### src/rtl/alu_exec_pkg.sv
// Package: alu_exec_pkg
// Purpose: shared definitions for the ALU execution unit and the ALU decoder
//   that drives it.
// Contents:
//   ALU_ADD/ALU_SUB/ALU_MULT/ALU_LUI/ALU_SLTI : 3-bit ALU control codes
//   state_t                                   : execution FSM states
package alu_exec_pkg;

    // ALU control codes; every other 3-bit value is an illegal operation
    localparam logic [2:0] ALU_ADD  = 3'b000;
    localparam logic [2:0] ALU_SUB  = 3'b001;
    localparam logic [2:0] ALU_MULT = 3'b010;
    localparam logic [2:0] ALU_LUI  = 3'b110;
    localparam logic [2:0] ALU_SLTI = 3'b111;

    // Execution FSM states
    typedef enum logic [1:0] {
        IDLE = 2'd0,
        MULT = 2'd1,
        DONE = 2'd2
    } state_t;

endpackage

### src/rtl/alu_exec_unit_if.sv
// Interface: alu_exec_unit_if
// Purpose: request/response bundle between EX-stage control and the ALU
//   execution unit.
// Signals:
//   valid_in, alu_control[2:0], a[W-1:0], b[W-1:0] : request (master -> slave)
//   ready                                          : slave can accept a request
//   valid_out, result, hi, zero, illegal, overflow : response (slave -> master)
// Modports: master (control side), slave (execution unit).
interface alu_exec_unit_if #(
    parameter int W = 32
);
    logic         valid_in;
    logic [2:0]   alu_control;
    logic [W-1:0] a;
    logic [W-1:0] b;
    logic         ready;
    logic         valid_out;
    logic [W-1:0] result;
    logic [W-1:0] hi;
    logic         zero;
    logic         illegal;
    logic         overflow;

    modport master (
        output valid_in, alu_control, a, b,
        input  ready, valid_out, result, hi, zero, illegal, overflow
    );

    modport slave (
        input  valid_in, alu_control, a, b,
        output ready, valid_out, result, hi, zero, illegal, overflow
    );
endinterface

### src/rtl/alu_exec_unit_seq_multiplier.sv
// Module: seq_multiplier
// Purpose: iterative unsigned W x W -> 2W radix-2 shift-add multiplier.
//   One iteration per cycle. It takes W iterations after start.
// Ports:
//   clk, reset  : clock, asynchronous active-high reset
//   start       : load operands and begin (ignored while busy)
//   mcand_in    : multiplicand (unsigned, W bits)
//   mplier_in   : multiplier (unsigned, W bits)
//   busy        : an iteration sequence is in progress
//   done        : iteration counter at its final value; qualify with busy
//   product     : product after the iteration performed this cycle
//                 (the full result while busy & done)
module seq_multiplier #(
    parameter int W     = 32,
    parameter int CNT_W = 6
) (
    input  logic           clk,
    input  logic           reset,
    input  logic           start,
    input  logic [W-1:0]   mcand_in,
    input  logic [W-1:0]   mplier_in,
    output logic           busy,
    output logic           done,
    output logic [2*W-1:0] product
);

    logic [W-1:0]   mcand;
    logic [2*W-1:0] prod;
    logic [CNT_W-1:0] cnt;
    logic           busy_r;
    logic [W:0]     partial;

    // The upper half accumulates the partial sums. The lower half starts as the
    // multiplier and is consumed LSB-first as the register shifts right.
    // The carry bit of the add shifts into the top bit.
    always_comb begin
        partial = {1'b0, prod[2*W-1:W]} + (prod[0] ? {1'b0, mcand} : '0);
    end

    assign product = {partial, prod[W-1:1]};
    assign done    = (cnt == CNT_W'(W - 1));
    assign busy    = busy_r;

    // Operand load, then one shift-add step per cycle until the counter is
    // exhausted. The counter returns to zero so that done stays low while idle.
    always_ff @(posedge clk or posedge reset) begin
        if (reset) begin
            mcand  <= '0;
            prod   <= '0;
            cnt    <= '0;
            busy_r <= 1'b0;
        end else if (start && !busy_r) begin
            mcand  <= mcand_in;
            prod   <= {{W{1'b0}}, mplier_in};
            cnt    <= '0;
            busy_r <= 1'b1;
        end else if (busy_r) begin
            prod <= product;
            if (done) begin
                cnt    <= '0;
                busy_r <= 1'b0;
            end else begin
                cnt <= cnt + CNT_W'(1);
            end
        end
    end

endmodule

### src/rtl/alu_exec_unit.sv
// Module: alu_exec_unit
// Purpose: EX-stage ALU execution unit. It executes the 3-bit ALU control code
//   on two operands. add/sub/lui/slti have a latency of 1 cycle. mult runs on
//   the iterative seq_multiplier and has a latency of W+1 cycles. The unit
//   accepts one operation at a time, so at most one op completes every 2 cycles.
// Ports:
//   clk    : system clock, rising edge
//   reset  : asynchronous, active-high reset
//   bus    : alu_exec_unit_if.slave (valid_in/alu_control/a/b in;
//            ready/valid_out/result/hi/zero/illegal/overflow out)
// Configuration:
//   ALU_OVERFLOW_EN : when defined, overflow reports signed add/sub overflow.
//                     When undefined, overflow is tied to 0.
module alu_exec_unit
    import alu_exec_pkg::*;
#(
    parameter int W     = 32,
    parameter int CNT_W = 6
) (
    input  logic           clk,
    input  logic           reset,
    alu_exec_unit_if.slave bus
);

    state_t         state;
    logic           ready_r;
    logic           valid_r;
    logic [W-1:0]   result_r;
    logic [W-1:0]   hi_r;
    logic           zero_r;
    logic           illegal_r;
    logic           neg_r;

    logic           accept;
    logic           is_mult;
    logic           mul_start;
    logic [W-1:0]   mag_a;
    logic [W-1:0]   mag_b;
    logic           mul_busy;
    logic           mul_done;
    logic [2*W-1:0] mul_product;
    logic [2*W-1:0] signed_product;
    logic [W-1:0]   op_result;
    logic           op_illegal;

    assign accept    = ready_r & bus.valid_in;
    assign is_mult   = (bus.alu_control == ALU_MULT);
    assign mul_start = accept & is_mult;

    // The magnitude of -2^(W-1) is 2^(W-1). This value still fits in W
    // unsigned bits, so the most negative operand needs no special handling.
    assign mag_a = bus.a[W-1] ? (~bus.a + W'(1)) : bus.a;
    assign mag_b = bus.b[W-1] ? (~bus.b + W'(1)) : bus.b;

    // The sign is applied to the final product in the same cycle that it is
    // registered.
    assign signed_product = neg_r ? (~mul_product + (2*W)'(1)) : mul_product;

    seq_multiplier #(
        .W     (W),
        .CNT_W (CNT_W)
    ) u_mult (
        .clk       (clk),
        .reset     (reset),
        .start     (mul_start),
        .mcand_in  (mag_a),
        .mplier_in (mag_b),
        .busy      (mul_busy),
        .done      (mul_done),
        .product   (mul_product)
    );

    // Results of the single-cycle operations, computed from the live request.
    always_comb begin
        op_result  = '0;
        op_illegal = 1'b0;
        case (bus.alu_control)
            ALU_ADD:  op_result = bus.a + bus.b;
            ALU_SUB:  op_result = bus.a - bus.b;
            ALU_LUI:  op_result = {bus.b[W/2-1:0], {(W/2){1'b0}}};
            ALU_SLTI: op_result = ($signed(bus.a) < $signed(bus.b)) ? W'(1) : '0;
            ALU_MULT: op_result = '0;
            default:  op_illegal = 1'b1;
        endcase
    end

`ifdef ALU_OVERFLOW_EN
    logic op_overflow;
    logic overflow_r;

    // Signed overflow occurs when the result sign differs from the sign that
    // the operands imply.
    always_comb begin
        op_overflow = 1'b0;
        case (bus.alu_control)
            ALU_ADD: op_overflow = (bus.a[W-1] == bus.b[W-1]) && (op_result[W-1] != bus.a[W-1]);
            ALU_SUB: op_overflow = (bus.a[W-1] != bus.b[W-1]) && (op_result[W-1] != bus.a[W-1]);
            default: op_overflow = 1'b0;
        endcase
    end
`endif

    // Control FSM. ready is high only in IDLE. Requests made while the unit is
    // busy are dropped, not queued. Outputs are held after valid_out falls and
    // change only when the next operation completes.
    always_ff @(posedge clk or posedge reset) begin
        if (reset) begin
            state     <= IDLE;
            ready_r   <= 1'b1;
            valid_r   <= 1'b0;
            result_r  <= '0;
            hi_r      <= '0;
            zero_r    <= 1'b1;
            illegal_r <= 1'b0;
            neg_r     <= 1'b0;
`ifdef ALU_OVERFLOW_EN
            overflow_r <= 1'b0;
`endif
        end else begin
            case (state)
                IDLE: begin
                    valid_r <= 1'b0;
                    if (accept) begin
                        ready_r <= 1'b0;
                        if (is_mult) begin
                            state <= MULT;
                            neg_r <= bus.a[W-1] ^ bus.b[W-1];
                        end else begin
                            state     <= DONE;
                            valid_r   <= 1'b1;
                            result_r  <= op_result;
                            hi_r      <= '0;
                            zero_r    <= (op_result == '0);
                            illegal_r <= op_illegal;
`ifdef ALU_OVERFLOW_EN
                            overflow_r <= op_overflow;
`endif
                        end
                    end
                end
                MULT: begin
                    if (mul_busy && mul_done) begin
                        state     <= DONE;
                        valid_r   <= 1'b1;
                        result_r  <= signed_product[W-1:0];
                        hi_r      <= signed_product[2*W-1:W];
                        zero_r    <= (signed_product[W-1:0] == '0);
                        illegal_r <= 1'b0;
`ifdef ALU_OVERFLOW_EN
                        overflow_r <= 1'b0;
`endif
                    end
                end
                DONE: begin
                    state   <= IDLE;
                    ready_r <= 1'b1;
                    valid_r <= 1'b0;
                end
                default: begin
                    state   <= IDLE;
                    ready_r <= 1'b1;
                    valid_r <= 1'b0;
                end
            endcase
        end
    end

    assign bus.ready     = ready_r;
    assign bus.valid_out = valid_r;
    assign bus.result    = result_r;
    assign bus.hi        = hi_r;
    assign bus.zero      = zero_r;
    assign bus.illegal   = illegal_r;
`ifdef ALU_OVERFLOW_EN
    assign bus.overflow  = overflow_r;
`else
    assign bus.overflow  = 1'b0;
`endif

endmodule

### src/flat_wrapper.sv
// flat-port wrapper written by rule: the top's interface ports become plain ports
module alu_exec_unit_flat import alu_exec_pkg::*;
#(
    parameter int W     = 32,
    parameter int CNT_W = 6
)
  (clk, reset, bus_valid_in, bus_alu_control, bus_a, bus_b, bus_ready, bus_valid_out, bus_result, bus_hi, bus_zero, bus_illegal, bus_overflow);
  alu_exec_unit_if #(.W(W)) bus_i ();
  input  logic clk;
  input  logic reset;
  input wire logic [$bits(bus_i.valid_in)-1:0] bus_valid_in;
  input wire logic [$bits(bus_i.alu_control)-1:0] bus_alu_control;
  input wire logic [$bits(bus_i.a)-1:0] bus_a;
  input wire logic [$bits(bus_i.b)-1:0] bus_b;
  output wire logic [$bits(bus_i.ready)-1:0] bus_ready;
  output wire logic [$bits(bus_i.valid_out)-1:0] bus_valid_out;
  output wire logic [$bits(bus_i.result)-1:0] bus_result;
  output wire logic [$bits(bus_i.hi)-1:0] bus_hi;
  output wire logic [$bits(bus_i.zero)-1:0] bus_zero;
  output wire logic [$bits(bus_i.illegal)-1:0] bus_illegal;
  output wire logic [$bits(bus_i.overflow)-1:0] bus_overflow;
  assign bus_i.valid_in = bus_valid_in;
  assign bus_i.alu_control = bus_alu_control;
  assign bus_i.a = bus_a;
  assign bus_i.b = bus_b;
  assign bus_ready = bus_i.ready;
  assign bus_valid_out = bus_i.valid_out;
  assign bus_result = bus_i.result;
  assign bus_hi = bus_i.hi;
  assign bus_zero = bus_i.zero;
  assign bus_illegal = bus_i.illegal;
  assign bus_overflow = bus_i.overflow;
  alu_exec_unit #(.W(W), .CNT_W(CNT_W)) u_core (.clk(clk), .reset(reset), .bus(bus_i));
endmodule
### config.mk
export PLATFORM = sky130hd
export DESIGN_NAME = alu_exec_unit_flat
export DESIGN_NICKNAME = d
export VERILOG_FILES = /design/src/rtl/alu_exec_pkg.sv /design/src/rtl/alu_exec_unit_if.sv /design/src/rtl/alu_exec_unit_seq_multiplier.sv /design/src/rtl/alu_exec_unit.sv /design/src/flat_wrapper.sv
export SDC_FILE = /design/constraint.sdc
export NUM_CORES = 1
export LEC_CHECK = 0
export CAP_MARGIN = 15
export CELL_PAD_IN_SITES_DETAIL_PLACEMENT = 1
export CELL_PAD_IN_SITES_GLOBAL_PLACEMENT = 1
export CORE_MARGIN = 2
export CORE_UTILIZATION = 35
export DETAILED_ROUTE_END_ITERATION = 8
export PLACE_DENSITY = 0.78
export SLEW_MARGIN = 20
export SYNTH_ARGS = -nofsm -noshare
export SYNTH_HDL_FRONTEND = slang
export SYNTH_HIERARCHICAL = 1
export SYNTH_SLANG_ARGS = --single-unit
export TNS_END_PERCENT = 1
### constraint.sdc
create_clock -name clk -period 9 [get_ports clk]
set_clock_uncertainty 0.2 [all_clocks]
set_input_delay 1.8 -clock clk [delete_from_list [all_inputs] [get_ports clk]]
set_output_delay 1.8 -clock clk [all_outputs]
set_load 0.02 [all_outputs]
# Word level (Yosys, flattened, before mapping)
# Index checks and enable logic that the tools add are counted.
# totals
wordCells	91
out_inout_bits	69
rom_bits	0
ram_bits	0
reg_bits	174
latch_bits	0
memories	0
# classes
n_addsub	7
n_mux	41
reduce_logical	14
shift	0
div_mod_pow	0
n_eq_ne	9
n_lt_le_gt_ge	1
n_mul	0
bitwise	7
# op_table
cell	n
$mux W32	9
$mux W64	3
$pmux W32 S2	2
$pmux W32 S4	1
$add A32 B1 Y32 const B	2
$add A64 B1 Y64 const B	1
$logic_not A32 Y1	2
$not A32 Y32	2
$not A64 Y64	1
$add A32 B33 Y33	1
$add A32 B32 Y32	1
$lt A32 B32 Y1	1
$sub A32 B32 Y32	1
$mux W6	3
$mux W1	15
$pmux W1 S2	4
$add A6 B1 Y6 const B	1
$eq A3 B3 Y1 const B	2
$eq A6 B5 Y1 const B	1
$mux W2	3
$ne A2 B1 Y1 const B	2
$pmux W2 S2	1
$reduce_and A2 Y1	2
$reduce_and A4 Y1	1
other kinds (14)	17

# Longest topological paths before layout
# depth
word_depth	8
mapped_depth	18

# By module
# Netlist, hierarchy kept.
# by_module_without_submodules
mod	instances	cells_per_inst	seq_area_each_um2	area_each_um2
alu_exec_unit	1	1326	1779.2	9748.1
seq_multiplier	1	696	2577.5	6543.8

# Worst setup path before layout
# Ideal clock, no wire load.
# synth_path
path_kind	input -> register
from	input port bus_b[1]
to	register u_core.zero_r (netlist: u_core/bus.zero)
arrival_time_ns	4.700
slack_ns	4.028
stages	14
path_buffers	0
cell_sequence	inv_1 > ha_1 > nor2b_1 > o2111ai_2 > a211oi_2 > o21ai_2 > a2111oi_4 > o2111ai_1 > a221oi_1 > xnor2_1 > o211ai_1 > a2111oi_0 > nand4_1 > o21ai_1
# synth_via
elab_chain_cells	7
word_cells_on_any_way	9
# synth_lines
element	line	rtl
start, declared	flat_wrapper.sv:14	input wire logic [$bits(bus_i.b)-1:0] bus_b;
$lt A32 B32 Y1	alu_exec_unit.sv:81	ALU_SLTI: op_result = ($signed(bus.a) < $signed(bus.b)) ? W'(1) : '0;
$mux W1	alu_exec_unit.sv:81	
$pmux W32 S4 (*)	alu_exec_unit.sv:77	case (bus.alu_control)
$logic_not A32 Y1 (*)	alu_exec_unit.sv:133	zero_r <= (op_result == '0);
$mux W1 (*)	alu_exec_unit.sv:125	if (is_mult) begin
$mux W1 (*)	alu_exec_unit.sv:123	if (accept) begin
$pmux W1 S2 (*)	alu_exec_unit.sv:120	case (state)
end signal, assigned	alu_exec_unit.sv:133	
end signal, assigned	alu_exec_unit.sv:147	zero_r <= (signed_product[W-1:0] == '0);
end, declared	alu_exec_unit.sv:30	logic zero_r;
# Every way passes the cells marked *; elsewhere a longest branch is shown, timed or not. The select of a mux whose other input is x is not followed.
# A chain may end at the register's enable or synchronous reset.

# Worst setup path in the final report
# layout_path
from	input port bus_b[6]
to	register u_core.zero_r (netlist: u_core/bus.zero)
# Same word-level chain as after synthesis.

==> results.md <==
- Status: complete, no violations
- Via count: between 15000 and 20000
- Arrival @ worst endpoint: a little over 6000 ps
- Number of synthesized flops with an enable pin: 0
- Final Max Tran Viols: 0
- Syn_nets: approximately 2200
- Non-Filler Cell Area, Final: around 18000 µm²
- Max_cap viols: 0
- Register area share after synthesis: 0.2674
- Ys Warns: 6
- Final period demand of the worst path: 6025 ps
- Placed Area: between 15000 and 20000 µm²
- RSZ-0062 raised after global routing: false
- # IOs: between 100 and 150
- Uppermost routed layer: met5
- P_leak: ~7.7 nW
- DP Wirelength: approximately 48000 µm
- Die Y-Extent: 219.8 µm
- Async S/R FF share, synth: 1.000
- Cells after Synth: roughly 2000
- Grt total ovfl: 0
- Filler cell count in the final layout: roughly 5600
- Die area: about 48000 µm²
- Starting Density: 0.3522
- Final Power: 0.004389 W
- Netlist cell types: 98
- First-pass GRT wire length: about 95000 µm
- Xor and xnor area share after synthesis: 0.09408
- Mapped Avg Cell Area: about 8 µm²
- Synth Area in Adders: 0.07972
- Initial antenna violation count: 4
- Layout cell share with drive strength beyond 1: 0.07081
- HP Class: flip-flop to flip-flop
- TritonCTS clock tree: yes
- WL met2: between 20000 and 30000 µm
- Clock transition at path regs: 70 ps
- Wirelength per Cell: between 20 and 25 µm
- P_sw: 0.002071 W
- Root Buffer: clkbuf_16
- Remaining DRCs: 0
- GPL Wtd Cong: about 0.93
- CTS max path bufs: 2
- Placed cells: ~2600
- CP startpoint kind: primary input
- Synth Flop Type: dfrtp_1
- Final TNS setup: 0 ps
- # hold bufs at CTS: 0
- Via/cell ratio: 5.818
- CTS H-tree depth: 4
- Tot GR Track Use: 0.2546
- Peak Freq: around 170 MHz
- CP Class: primary input to flip-flop
- Hold Violations, Final: 0
- Worst hold margin: between 200 and 300 ps
- Antenna-violating nets left: 0
- Flops & latches, synth: 174
- Post-route clock period utilization: 0.6694
- I/O Buffers: around 140
- Die Wd: between 200 and 250 µm
- Nets: ~2200
- CP max-delay cell: ha_1
- Most frequent cells in the layout: nand2_1, o21ai_0, dfrtp_1
- Main combinational cell family by area after synthesis: compound AO/OA/AOI/OAI gates
- Clk pwr share: 0.170
- Worst Setup End Kind: flip-flop
- Post-Route WL: around 60000 µm
- Total length of routed met3 wires: 3909 µm
- Pint: approximately 0.0023 W
- Power density over the cells: around 240 nW/µm²
- Maximum fanout along the worst path: 13
- Simple-gate share of the synthesized area: 0.2017
- Slew HR: 0.3606
- CP Cell Sequence: clkdlybuf4s50_1, inv_1, ha_1, and3_1, nand3_1, a211oi_2, o21ai_2, a2111oi_4, o2111ai_1, a221oi_1, xnor2_1, o211ai_1, a2111oi_0, nand4_1, o21ai_1
- Least-Margin Pin Slew: 959.0 ps
- Switching Share: 0.4718
- Comb power frac: 0.533
- Compound-Gate Fraction of Synth Area: 0.2415
- Most common cell after layout, fill and taps aside: nand2_1
- Core footprint: about 46000 µm²
- Max incr delay on CP: 680 ps
- Sink Count: about 170
- VDD IR-drop max: ~0.14 mV
- DR iter-0 viols: around 1300
- Post-cts sizing count: 0
- Final setup viols: 0
- Sequential power share: 0.297
- Num rows: between 70 and 80
- Crit path required time: ~9000 ps
- Router iterations before antenna repair: 5
- Mux cell area share after synthesis: 0.05314
- Clk_lat worst skew: 460 ps
- Post-CTS setup buffer count: 0
- CTS buffer count: 17
- Area delta synth->final: 13.31%
- Mapped Area: between 15000 and 20000 µm²
- Wl on met1: between 20000 and 30000 µm
- Non-Filler Instances: about 2700
- Vias in the first global route: around 16000
- Largest net degree at the start of global routing: around 100
==> power groups by stage <==
| stage | clock [W] | sequential, W | combinational [W] |
|---|---|---|---|
| 2_1_floorplan | 0 | 0.00132 | 0.00152 |
| 5_1_grt | 0.000794 | 0.00134 | 0.00255 |
| 4_1_cts | 0.000765 | 0.00130 | 0.00232 |
| 3_3_place_gp | 0 | 0.00130 | 0.00223 |
| 6_report | 0.000748 | 0.00130 | 0.00234 |
| 3_5_place_dp | 0 | 0.00131 | 0.00230 |
==> path summary, 6_finish.rpt <==
path | from | slack (ps) | depth (start not counted) | to
worst max-delay path | bus_b[6] | 2980 | 15 | u_core/bus.zero
worst min-delay path | u_core/bus.result[19] | 280 | 2 | u_core/bus.result[19]
worst max register to register | u_core/u_mult/prod[0] | 3600 | 19 | u_core/bus.hi[30]
worst min register to register | u_core/bus.result[19] | 280 | 2 | u_core/bus.result[19]
max in group asynchronous | reset | 5590 | 3 | u_core/u_mult/busy
min in group asynchronous | reset | 1610 | 2 | u_core/u_mult/prod[6]
==> layer usage <==
metal	GRT usage	vias to the layer above
met1	0.3618	7774
met3	0.04997	62
met2	0.3894	413
li1	-	7279
met4	0.07405	6
met5	0	-
==> Yosys cell counts (19+ instances only) <==
| library cell | count | share of area |
|---|---|---|
| o41ai_1 | 22 | 0.012 |
| nand2b_1 | 41 | 0.016 |
| buf_4 | 33 | 0.015 |
| mux2_2 | 36 | 0.025 |
| nor2_1 | 101 | 0.023 |
| inv_1 | 87 | 0.020 |
| a21oi_1 | 104 | 0.032 |
| ha_1 | 99 | 0.076 |
| or3_1 | 21 | 0.0081 |
| a21o_1 | 44 | 0.020 |
| nor3_1 | 42 | 0.013 |
| nand3_1 | 51 | 0.016 |
| o21ai_0 | 202 | 0.062 |
| xor2_1 | 71 | 0.038 |
| xnor2_1 | 104 | 0.056 |
| o31ai_1 | 50 | 0.023 |
| nor4_1 | 19 | 0.0073 |
| and2_1 | 37 | 0.014 |
| mux2i_1 | 46 | 0.028 |
| clkbuf_1 | 84 | 0.019 |
| nand2_1 | 234 | 0.054 |
| dfrtp_1 | 172 | 0.26 |
==> worst max-delay path: cells and delay by family <==
family	cells	cell delay, ps
and+or+nand+nor	3	590
xor gates and xnor gates	1	200
buffers and inverters	2	630
adders and majority gates	1	680
AOI/OAI and AO/OA	8	2310
==> flip-flops by register name (all words and copies together) (netlist names), 2 cells and up <==
| signal | flops |
|---|---|
| u_core/u_mult/prod | 64 |
| u_core/u_mult/cnt | 6 |
| u_core/bus.hi | 32 |
| u_core/u_mult/mcand | 32 |
| u_core/bus.result | 32 |
| u_core/state | 2 |
==> per-stage QoR <==
stage | util | setup WS [ps]
final | 0.3991 | 2975
after global routing | 0.3990 | 2737
after CTS | 0.3989 | 3096
after detailed placement | 0.3864 | 2635
after global placement | 0.3864 | 2680
after floorplan | - | 4028
==> layout make-up <==
cell class / instances / area (µm²) / area share
multi-input combinational: 1615 / 10940 / 0.5926
sequential: 174 / 4362 / 0.2363
timing repair buffer: 153 / 1486 / 0.08052
tap: 607 / 759.5 / 0.04114
clock buffer: 18 / 429.2 / 0.02325
inverter: 88 / 332.8 / 0.01803
clock inverter: 14 / 148.9 / 0.008066
antenna: 1 / 2.502 / 0.0001356
==> cells by family (layout without fill, tap and decap cells) <==
kind of cell | count (synthesis) | count (layout)
muxes | 82 | 82
AOI/OAI and AO/OA | 596 | 596
other | 1 | 2
adders and majority gates | 102 | 102
xor gates and xnor gates | 175 | 175
buffers and inverters | 233 | 273
DFF | 174 | 174
and+or+nand+nor | 659 | 659
No activity file was read; power rests on OpenSTA's default activity.
